--- src/rtl/mc_ctrl_pkg.sv ---
// mc_ctrl_pkg: states, instruction encodings and datapath mux select codes
package mc_ctrl_pkg;
  typedef enum logic [2:0] {FETCH = 3'd0, DECODE = 3'd1, EXEC = 3'd2, MEM = 3'd3, WB = 3'd4} state_t;
  typedef enum logic [3:0] {I_ADDU, I_SUBU, I_JR, I_ORI, I_LUI, I_LW, I_SW, I_BEQ, I_J, I_JAL, I_BAD} cls_t;
  localparam logic [5:0] OP_RTYPE = 6'h00, OP_ORI = 6'h0d, OP_LUI = 6'h0f, OP_LW = 6'h23;
  localparam logic [5:0] OP_SW = 6'h2b, OP_BEQ = 6'h04, OP_J = 6'h02, OP_JAL = 6'h03;
  localparam logic [5:0] FN_ADDU = 6'h21, FN_SUBU = 6'h23, FN_JR = 6'h08;
  localparam logic [1:0] PC_PLUS4 = 2'd0, PC_BRANCH = 2'd1, PC_JUMP = 2'd2, PC_RS = 2'd3;
  localparam logic [1:0] ALUB_RT = 2'd0, ALUB_IMM = 2'd1;
  localparam logic [2:0] ALU_ADD = 3'd0, ALU_SUB = 3'd1, ALU_OR = 3'd2, ALU_LUI = 3'd3;
  localparam logic [1:0] MTOR_ALU = 2'd0, MTOR_MEM = 2'd1, MTOR_PC = 2'd2;
  localparam logic [1:0] DST_RT = 2'd0, DST_RD = 2'd1, DST_RA = 2'd2;
endpackage

--- src/rtl/mc_ctrl_decode.sv ---
// mc_ctrl_decode: opcode/funct to instruction class, with supported flag
module mc_ctrl_decode
  import mc_ctrl_pkg::*;
(
  input  logic [5:0] opcode,
  input  logic [5:0] funct,
  output cls_t       cls,
  output logic       ok
);
  assign cls = opcode == OP_RTYPE ? (funct == FN_ADDU ? I_ADDU : funct == FN_SUBU ? I_SUBU :
                                     funct == FN_JR ? I_JR : I_BAD) :
               opcode == OP_ORI ? I_ORI : opcode == OP_LUI ? I_LUI : opcode == OP_LW ? I_LW :
               opcode == OP_SW ? I_SW : opcode == OP_BEQ ? I_BEQ : opcode == OP_J ? I_J :
               opcode == OP_JAL ? I_JAL : I_BAD;
  assign ok = cls != I_BAD;
endmodule

--- src/rtl/mc_ctrl.sv ---
// mc_ctrl: multi-cycle MIPS control FSM; MC_CTRL_PERF_EN adds retired/cycles counters
module mc_ctrl
  import mc_ctrl_pkg::*;
(
  input  logic        clk,
  input  logic        reset,
  input  logic [5:0]  opcode,
  input  logic [5:0]  funct,
  input  logic        zero,
  input  logic        mem_ready,
  output logic        mem_req,
  output logic        mem_we,
  output logic        pc_we,
  output logic        ir_we,
  output logic        reg_we,
  output logic [1:0]  pc_src,
  output logic [1:0]  alu_src,
  output logic [2:0]  alu_op,
  output logic [1:0]  mtor,
  output logic [1:0]  reg_dst,
  output logic        illegal,
`ifdef MC_CTRL_PERF_EN
  output logic [2:0]  state,
  output logic [31:0] retired,
  output logic [31:0] cycles
`else
  output logic [2:0]  state
`endif
);
  state_t st, nxt;
  cls_t cls;
  logic ok;
  mc_ctrl_decode u_dec (.opcode(opcode), .funct(funct), .cls(cls), .ok(ok));
  assign state = st;
  // state register
  always_ff @(posedge clk) st <= nxt;
  // next state and control outputs; reset suppresses every enable
  always_comb begin
    nxt = st;
    mem_req = 1'b0;
    mem_we = 1'b0;
    pc_we = 1'b0;
    ir_we = 1'b0;
    reg_we = 1'b0;
    illegal = 1'b0;
    pc_src = PC_PLUS4;
    alu_src = ALUB_RT;
    alu_op = ALU_ADD;
    mtor = MTOR_ALU;
    reg_dst = DST_RT;
    case (st)
      FETCH: begin
        mem_req = 1'b1;
        ir_we = mem_ready;
        pc_we = mem_ready;
        nxt = mem_ready ? DECODE : FETCH;
      end
      DECODE: begin
        illegal = !ok;
        nxt = ok ? EXEC : FETCH;
      end
      EXEC: begin
        alu_src = cls inside {I_ORI, I_LUI, I_LW, I_SW} ? ALUB_IMM : ALUB_RT;
        alu_op = (cls == I_SUBU || cls == I_BEQ) ? ALU_SUB : cls == I_ORI ? ALU_OR :
                 cls == I_LUI ? ALU_LUI : ALU_ADD;
        pc_src = cls == I_BEQ ? PC_BRANCH : (cls == I_J || cls == I_JAL) ? PC_JUMP :
                 cls == I_JR ? PC_RS : PC_PLUS4;
        pc_we = cls == I_BEQ ? zero : cls inside {I_J, I_JR, I_JAL};
        nxt = cls inside {I_LW, I_SW} ? MEM :
              cls inside {I_ADDU, I_SUBU, I_ORI, I_LUI, I_JAL} ? WB : FETCH;
      end
      MEM: begin
        mem_req = 1'b1;
        mem_we = cls == I_SW;
        nxt = !mem_ready ? MEM : cls == I_SW ? FETCH : WB;
      end
      WB: begin
        reg_we = 1'b1;
        reg_dst = (cls == I_ADDU || cls == I_SUBU) ? DST_RD : cls == I_JAL ? DST_RA : DST_RT;
        mtor = cls == I_LW ? MTOR_MEM : cls == I_JAL ? MTOR_PC : MTOR_ALU;
        nxt = FETCH;
      end
      default: nxt = FETCH;
    endcase
    if (reset) begin
      {mem_req, mem_we, pc_we, ir_we, reg_we, illegal} = '0;
      nxt = FETCH;
    end
  end
`ifdef MC_CTRL_PERF_EN
  // retired counts completed legal instructions; cycles counts non-reset cycles
  always_ff @(posedge clk) begin
    if (reset) begin
      retired <= '0;
      cycles <= '0;
    end else begin
      cycles <= cycles + 32'd1;
      if (st inside {EXEC, MEM, WB} && nxt == FETCH) retired <= retired + 32'd1;
    end
  end
`endif
endmodule

--- config.mk ---
export PLATFORM = sky130hd
export DESIGN_NAME = mc_ctrl
export DESIGN_NICKNAME = d
export VERILOG_FILES = /design/src/rtl/mc_ctrl_pkg.sv /design/src/rtl/mc_ctrl_decode.sv /design/src/rtl/mc_ctrl.sv
export SDC_FILE = /design/constraint.sdc
export NUM_CORES = 1
export LEC_CHECK = 0
export ABC_AREA = 1
export CORE_MARGIN = 5
export CORE_UTILIZATION = 30
export CTS_BUF_LIST = sky130_fd_sc_hd__clkbuf_8
export CTS_CLUSTER_DIAMETER = 60
export DETAILED_ROUTE_END_ITERATION = 7
export PLACE_DENSITY = 0.67
export REMOVE_ABC_BUFFERS = 1
export SYNTH_ARGS = -nofsm -noshare
export SYNTH_HDL_FRONTEND = slang
export SYNTH_SLANG_ARGS = --single-unit
--- constraint.sdc ---
create_clock -name clk -period 1.3 [get_ports clk]
set_clock_uncertainty 0.1 [all_clocks]
set_input_delay 0.13 -clock clk [delete_from_list [all_inputs] [get_ports clk]]
set_output_delay 0.13 -clock clk [all_outputs]
set_load 0.01 [all_outputs]
==> out/qor.yml, run 1 <==
crit_start: "state[1]"
port_buffers: 33
cts_tree: "done"
post-route-min-period_ns: 1.57
netlist_area_um2: 583
clockBufferDepth: 2
route.detailed.drc: 0
grt-ovfl-total: 0
required_ns: 1.07
rr_endpoint: "state[1]"
crit_path_max_fanout: 4
ys_warn_count: 0
numCtsBuffers: 3
drive_above_1_share_pct: 68.2
hpwl_um: 1590
finalSetupViolCount: 14
multi_input_comb_area_um2: 633
grt_max_degree: 9
path_clk_slew_ns: 0.03
yosysUniqueCellTypes: 24
synth_top_area_cell: "nor2_1"
synth-seq-area-share_pct: 10.3
rows: 16
power.density_nw_per_um2: 441
crit_type: "register to output pin"
io_pins: 36
cts_hold_buf: 0
vias_per_cell: 4.73
ir_drop_v: 0.000438
coreArea_um2: 1900
routabilityCongestion: 0.706
fillCellCount: 141
cts.htree.levels: 1
areaGrowthSynthToFinish_pct: 130
outcome: "finished, violations left"
reg2reg_depth: 8
start_kind: "register"
finalHoldViolations: 0
slew_violations: 0
yosys-top-cells-area: "nor2_1 16%, inv_1 13%, dfxtp_1 10%"
drt_pass1_iterations: 4
p_leak_nw: 0.718
cp.arrival_ns: 1.34
synth-seq-cells: 3
drt_wl_total_um: 2550
min_to: "state[1]"
fin_util_pct: 70.5
die_h_um: 54.1
grt_pass1_vias: 882
synth_top_area_share_pct: 16.1
hold_class: "primary input to register"
fmax_mhz: 636
grt_pass1_wl_um: 3410
synth.avg_cell_area_um2: 5.35
vias: 932
layout_setup_ws_ns: -0.272
ant_nets: 0
n_antenna_cell: 0
failed_checks: "setup timing"
fin_cells: 197
cap_violations: 0
hold_start: "reset"
place_inst: 186
die_area_um2: 2930
start_util_pct: 30.7
netlist_instances: 109
antenna_found_initial: 0
largest_reg_flops: 3
period_share_pct: 121
grt_use_total_pct: 15.5
clock_sinks: 3
r2r_setup_slack_ns: -0.05
fin_nets: 187
rsz0062_at_grt: "yes"
layout_commonest_cell: "buf_4"
cp-end-kind: "output pin"
drt_iter0_drc: 11
clock_latency_ns: 0.22
seqCellArea_um2: 71.3
r2r-start: "state[1]"
layout_common_cells: "19 x buf_4, 17 x buf_2, 13 x inv_1, 11 x nor2_1, 11 x buf_6"
wl_per_cell_um: 12.9
cts-root-buf: "clkbuf_8"
die_x_um: 54.1
whs_path_depth: 2
Yosys cell counts:
| cell type | count |
|---|---|
| clkbuf_1 | 1 |
| nor3_1 | 5 |
| nand3_1 | 11 |
| buf_4 | 2 |
| nor2_2 | 2 |
| a21oi_1 | 3 |
| a32oi_1 | 1 |
| o21ai_0 | 2 |
| inv_2 | 2 |
| o21ai_1 | 2 |
| o21a_1 | 1 |
| nand3b_1 | 1 |
| nand3_2 | 5 |
| a31oi_1 | 1 |
| dfxtp_1 | 3 |
| nand2_2 | 3 |
| inv_1 | 20 |
| conb_1 | 1 |
| nand2_1 | 14 |
| nor2_1 | 25 |
| a21oi_2 | 1 |
| nor3_4 | 1 |
| o21ai_2 | 1 |
| nor2_4 | 1 |
area by class of cell:
class                      count  share of cell area [%]
clock inverter                 1                   0.280
clock buffer                   3                    3.08
inverter                      22                    6.72
timing repair buffer          59                    34.9
sequential                     3                    5.32
multi-input combinational     82                    47.2
tap                           27                    2.52
metrics by stage:
stage	TNS, ns	hold slack (ns)	instance area [um^2]	worst slack, ns	total power [W]
3_3_place_gp	-12.97	0.569	1070	-1.04	0.000279
2_1_floorplan	-0.0492	0.102	568	-0.0272	0.000172
6_report	-2.21	0.258	1340	-0.272	0.000591
5_1_grt	-3.18	0.304	1340	-0.375	0.000623
3_5_place_dp	-13.32	0.566	1070	-1.06	0.000283
4_1_cts	-2.29	0.342	1170	-0.253	0.000552
cell families after synthesis:
| family | after synthesis | synth area share [%] |
|---|---|---|
| and+or+nand+nor | 68 | 58.8 |
| buffers and inverters | 25 | 17.4 |
| AOI/OAI and AO/OA | 12 | 12.9 |
| DFF | 3 | 10.3 |
| other | 1 | 0.643 |
how the worst max path moves through the flow:
stage	endpoint	cells after the start	slack (ns)
4_1_cts	pc_we	6	-0.25
3_3_place_gp	alu_op[0]	11	-1.04
3_5_place_dp	alu_op[0]	11	-1.06
6_report	pc_we	6	-0.27
2_1_floorplan	mem_we	4	-0.03
5_1_grt	alu_op[0]	14	-0.38
where the power goes:
| group | leakage, nW | internal (W) | total, W | switching, W |
|---|---|---|---|---|
| clock network | 0.0269 | 0.000201 | 0.000263 | 0.0000617 |
| logic | 0.664 | 0.000109 | 0.000231 | 0.000122 |
| registers | 0.0267 | 0.0000915 | 0.0000978 | 0.00000623 |
| total | 0.718 | 0.000401 | 0.000591 | 0.000190 |
timing repair:
item | in CTS | in global routing
pin swaps | 28 | 19
setup buffers | 6 | 4
endpoints found under the setup margin | 21 | 18
hold endpoints to repair | 0 | 0
gates resized for setup | 138 | 49
worst max-delay path, stage by stage, from the launching register on:
cell and delay [ns]:
dfxtp_4 0.37, inv_4 0.06, nor3_4 0.24, buf_4 0.16, nand2_2 0.06, a21oi_2 0.10
buf_2 0.14
layer usage:
layer  wire, um  global-route usage [%]  vias up  part of all wire (%)
li1           -                       -      465                     -
met1        914                    15.3      447                    36
met2       1520                    31.7       20                    60
met3        113                    2.22        0                   4.4
met4          0                    5.39        0                     0
met5          0                       0        -                     0
Note: power is estimated with default switching activity, not from simulation.
==> inputs of run 2 (changes only) <==
--- a/config.mk
+++ b/config.mk
@@ -6,6 +6,7 @@
 export NUM_CORES = 1
 export LEC_CHECK = 0
 export ABC_AREA = 1
+export CORE_ASPECT_RATIO = 0.9
 export CORE_MARGIN = 5
 export CORE_UTILIZATION = 30
 export CTS_BUF_LIST = sky130_fd_sc_hd__clkbuf_8
==> run 2 against run 1 <==
Effect of this change: total power is 5.3% higher; via count is 15% higher; highest routed layer is now met4; fmax is 2.9% lower; critical path type unchanged; the flow still finishes with violations (setup timing); sequential share of layout area is 0.52 points lower; hold slack better by 0.073 ns; clock power is 5% higher; cell area is 6.9% higher; largest power group unchanged; die area hardly changed; combinational power is 8% higher; first-iteration DRC count grew to 2.9 times the previous value; clock-buffer cell count stayed put; cell count is 5.1% higher.
==> out/qor.yml, run 2 (synthesis gave the netlist of run 1 again) <==
areaGrowthSynthToFinish_pct: 146  # was 130%
clockBufferDepth: 2  # unchanged
coreArea_um2: 1880  # was 1900 um^2
hpwl_um: 1690  # was 1590 um
multi_input_comb_area_um2: 631  # was 633 um^2
grt-ovfl-total: 0  # unchanged
clock_sinks: 3  # unchanged
numCtsBuffers: 3  # unchanged
place_area_um2: 1120  # was 1070 um^2
outcome: "finished, violations left"  # unchanged
antenna_found_initial: 0  # unchanged
pwr-share-comb_pct: 40.0  # was 39.0%
r2r_setup_slack_ns: -0.14  # was -0.05 ns
clkPwrFrac_pct: 44.3  # was 44.4%
wl_per_cell_um: 15.1  # was 12.9 um
period_share_pct: 124  # was 121%
start_util_pct: 31.1  # was 30.7%
rows: 15  # was 16
fillCellCount: 135  # was 141
power.density_nw_per_um2: 434  # was 441 nW/um^2
cap_violations: 0  # unchanged
final.setup.tns_ns: -3.24  # was -2.21 ns
drt_iter0_drc: 32  # was 11
hold_start: "reset"  # unchanged
die_h_um: 51.8  # was 54.1 um
r2r-start: "state[2]"  # was state[1]
grt_max_degree: 8  # was 9
vias_per_cell: 5.19  # was 4.73
reg2reg_depth: 7  # was 8
crit_type: "register to output pin"  # unchanged
drive_above_1_share_pct: 70.3  # was 68.2%
start_kind: "register"  # unchanged
die_x_um: 56.5  # was 54.1 um
grt_pass1_wl_um: 4660  # was 3410 um
path_clk_slew_ns: 0.03  # about the same
fin_area_um2: 1430  # was 1340 um^2
grt_pass1_vias: 1024  # was 882
layout_common_cells: "28 x buf_4, 18 x buf_2, 16 x buf_6, 14 x nor2_1, 11 x inv_1"  # was 19 x buf_4, 17 x buf_2, 13 x inv_1, 11 x nor2_1, 11 x buf_6
place_inst: 190  # was 186
vias: 1074  # was 932
rr_endpoint: "state[1]"  # unchanged
p_leak_nw: 0.758  # was 0.718 nW
cts.htree.levels: 1  # unchanged
p_int_w: 0.000411  # was 0.000401 W
power_w: 0.000622  # was 0.000591 W
layout_setup_ws_ns: -0.318  # was -0.272 ns
drt_pass1_iterations: 5  # was 4
crit_path_max_fanout: 3  # was 4
post-route-min-period_ns: 1.62  # was 1.57 ns
power_switching_w: 0.000212  # was 0.000190 W
fmax_mhz: 618  # was 636 MHz
whs_path_depth: 2  # unchanged
routabilityCongestion: 0.886  # was 0.706
min_to: "state[1]"  # unchanged
ant_nets: 0  # unchanged
fin_util_pct: 76.4  # was 70.5%
seq_power_share_pct: 15.7  # was 16.5%
layout_commonest_cell: "buf_4"  # unchanged
cp.arrival_ns: 1.39  # was 1.34 ns
cts_tree: "done"  # unchanged
fin_nets: 199  # was 187
slew_violations: 0  # unchanged
finalSetupViolCount: 18  # was 14
cts-root-buf: "clkbuf_8"  # unchanged
largest_reg_flops: 3  # unchanged
seqCellArea_um2: 68.8  # was 71.3 um^2
cp-end-kind: "output pin"  # unchanged
ir_drop_v: 0.000354  # was 0.000438 V
rsz0062_at_grt: "yes"  # unchanged
hold_class: "primary input to register"  # unchanged
die_area_um2: 2930  # about the same
clock_latency_ns: 0.22  # about the same
route.detailed.drc: 0  # unchanged
n_antenna_cell: 0  # unchanged
grt_use_total_pct: 20.2  # was 15.5%
failed_checks: "setup timing"  # unchanged
required_ns: 1.07  # about the same
sw_frac_of_total_pct: 34.0  # was 32.2%
drt_wl_total_um: 3130  # was 2550 um
finalHoldViolations: 0  # unchanged
fin_cells: 207  # was 197
io_pins: 36  # unchanged
port_buffers: 33  # unchanged
run 2: worst max path at each step:
stage / start / slack, ns / endpoint
after floorplan: state[0] / -0.03 / mem_we
after global placement: opcode[2] / -1.0 / alu_op[0]
after detailed placement: opcode[2] / -1.05 / alu_op[0]
after CTS: state[1] / -0.28 / alu_op[0]
after global routing: opcode[0] / -0.40 / illegal
final: state[1] / -0.32 / illegal
run 2: power by group through the flow:
stage	Sequential (W)	Combinational (W)	Clock, W
detailed placement	0.000101	0.000190	0
floorplan	0.000102	0.0000706	0
global placement	0.000100	0.000186	0
global route	0.0000984	0.000264	0.000286
CTS	0.0000997	0.000215	0.000273
finish	0.0000978	0.000249	0.000275
run 2: critical path, stage by stage, from the launching register on:
cell     delay, ns
dfxtp_2       0.33
buf_4         0.14
nor3_1        0.35
nand2_1       0.11
nor2_1        0.11
buf_2         0.13
run 2: repair_timing:
action | in CTS | in global routing
gates resized for setup | 168 | 28
pin swaps | 27 | 11
cloned | 0 | 0
setup endpoints to repair | 21 | 18
hold buffers | 0 | 0
setup buffers | 13 | 2
run 2: stage by stage:
step / setup slack, ns / hold slack (ns)
after global routing: -0.395 / 0.361
after detailed placement: -1.05 / 0.587
after global placement: -1.00 / 0.580
final: -0.318 / 0.331
after CTS: -0.275 / 0.300
after floorplan: -0.0272 / 0.102
run 2: final cells by class:
type | count | area share [%]
clock buffer | 3 | 2.88
sequential | 3 | 4.80
tap | 25 | 2.18
clock inverter | 1 | 0.262
multi-input combinational | 82 | 44.0
inverter | 22 | 6.28
timing repair buffer | 71 | 39.6
run 2: per-layer routing:
metal	vias to the layer above	track usage [%]	part of all wire, %
met5	-	0	0
met4	0	9.49	4.9
met3	19	3.23	5.5
met2	58	39.4	52
met1	507	21.1	38
li1	490	-	-
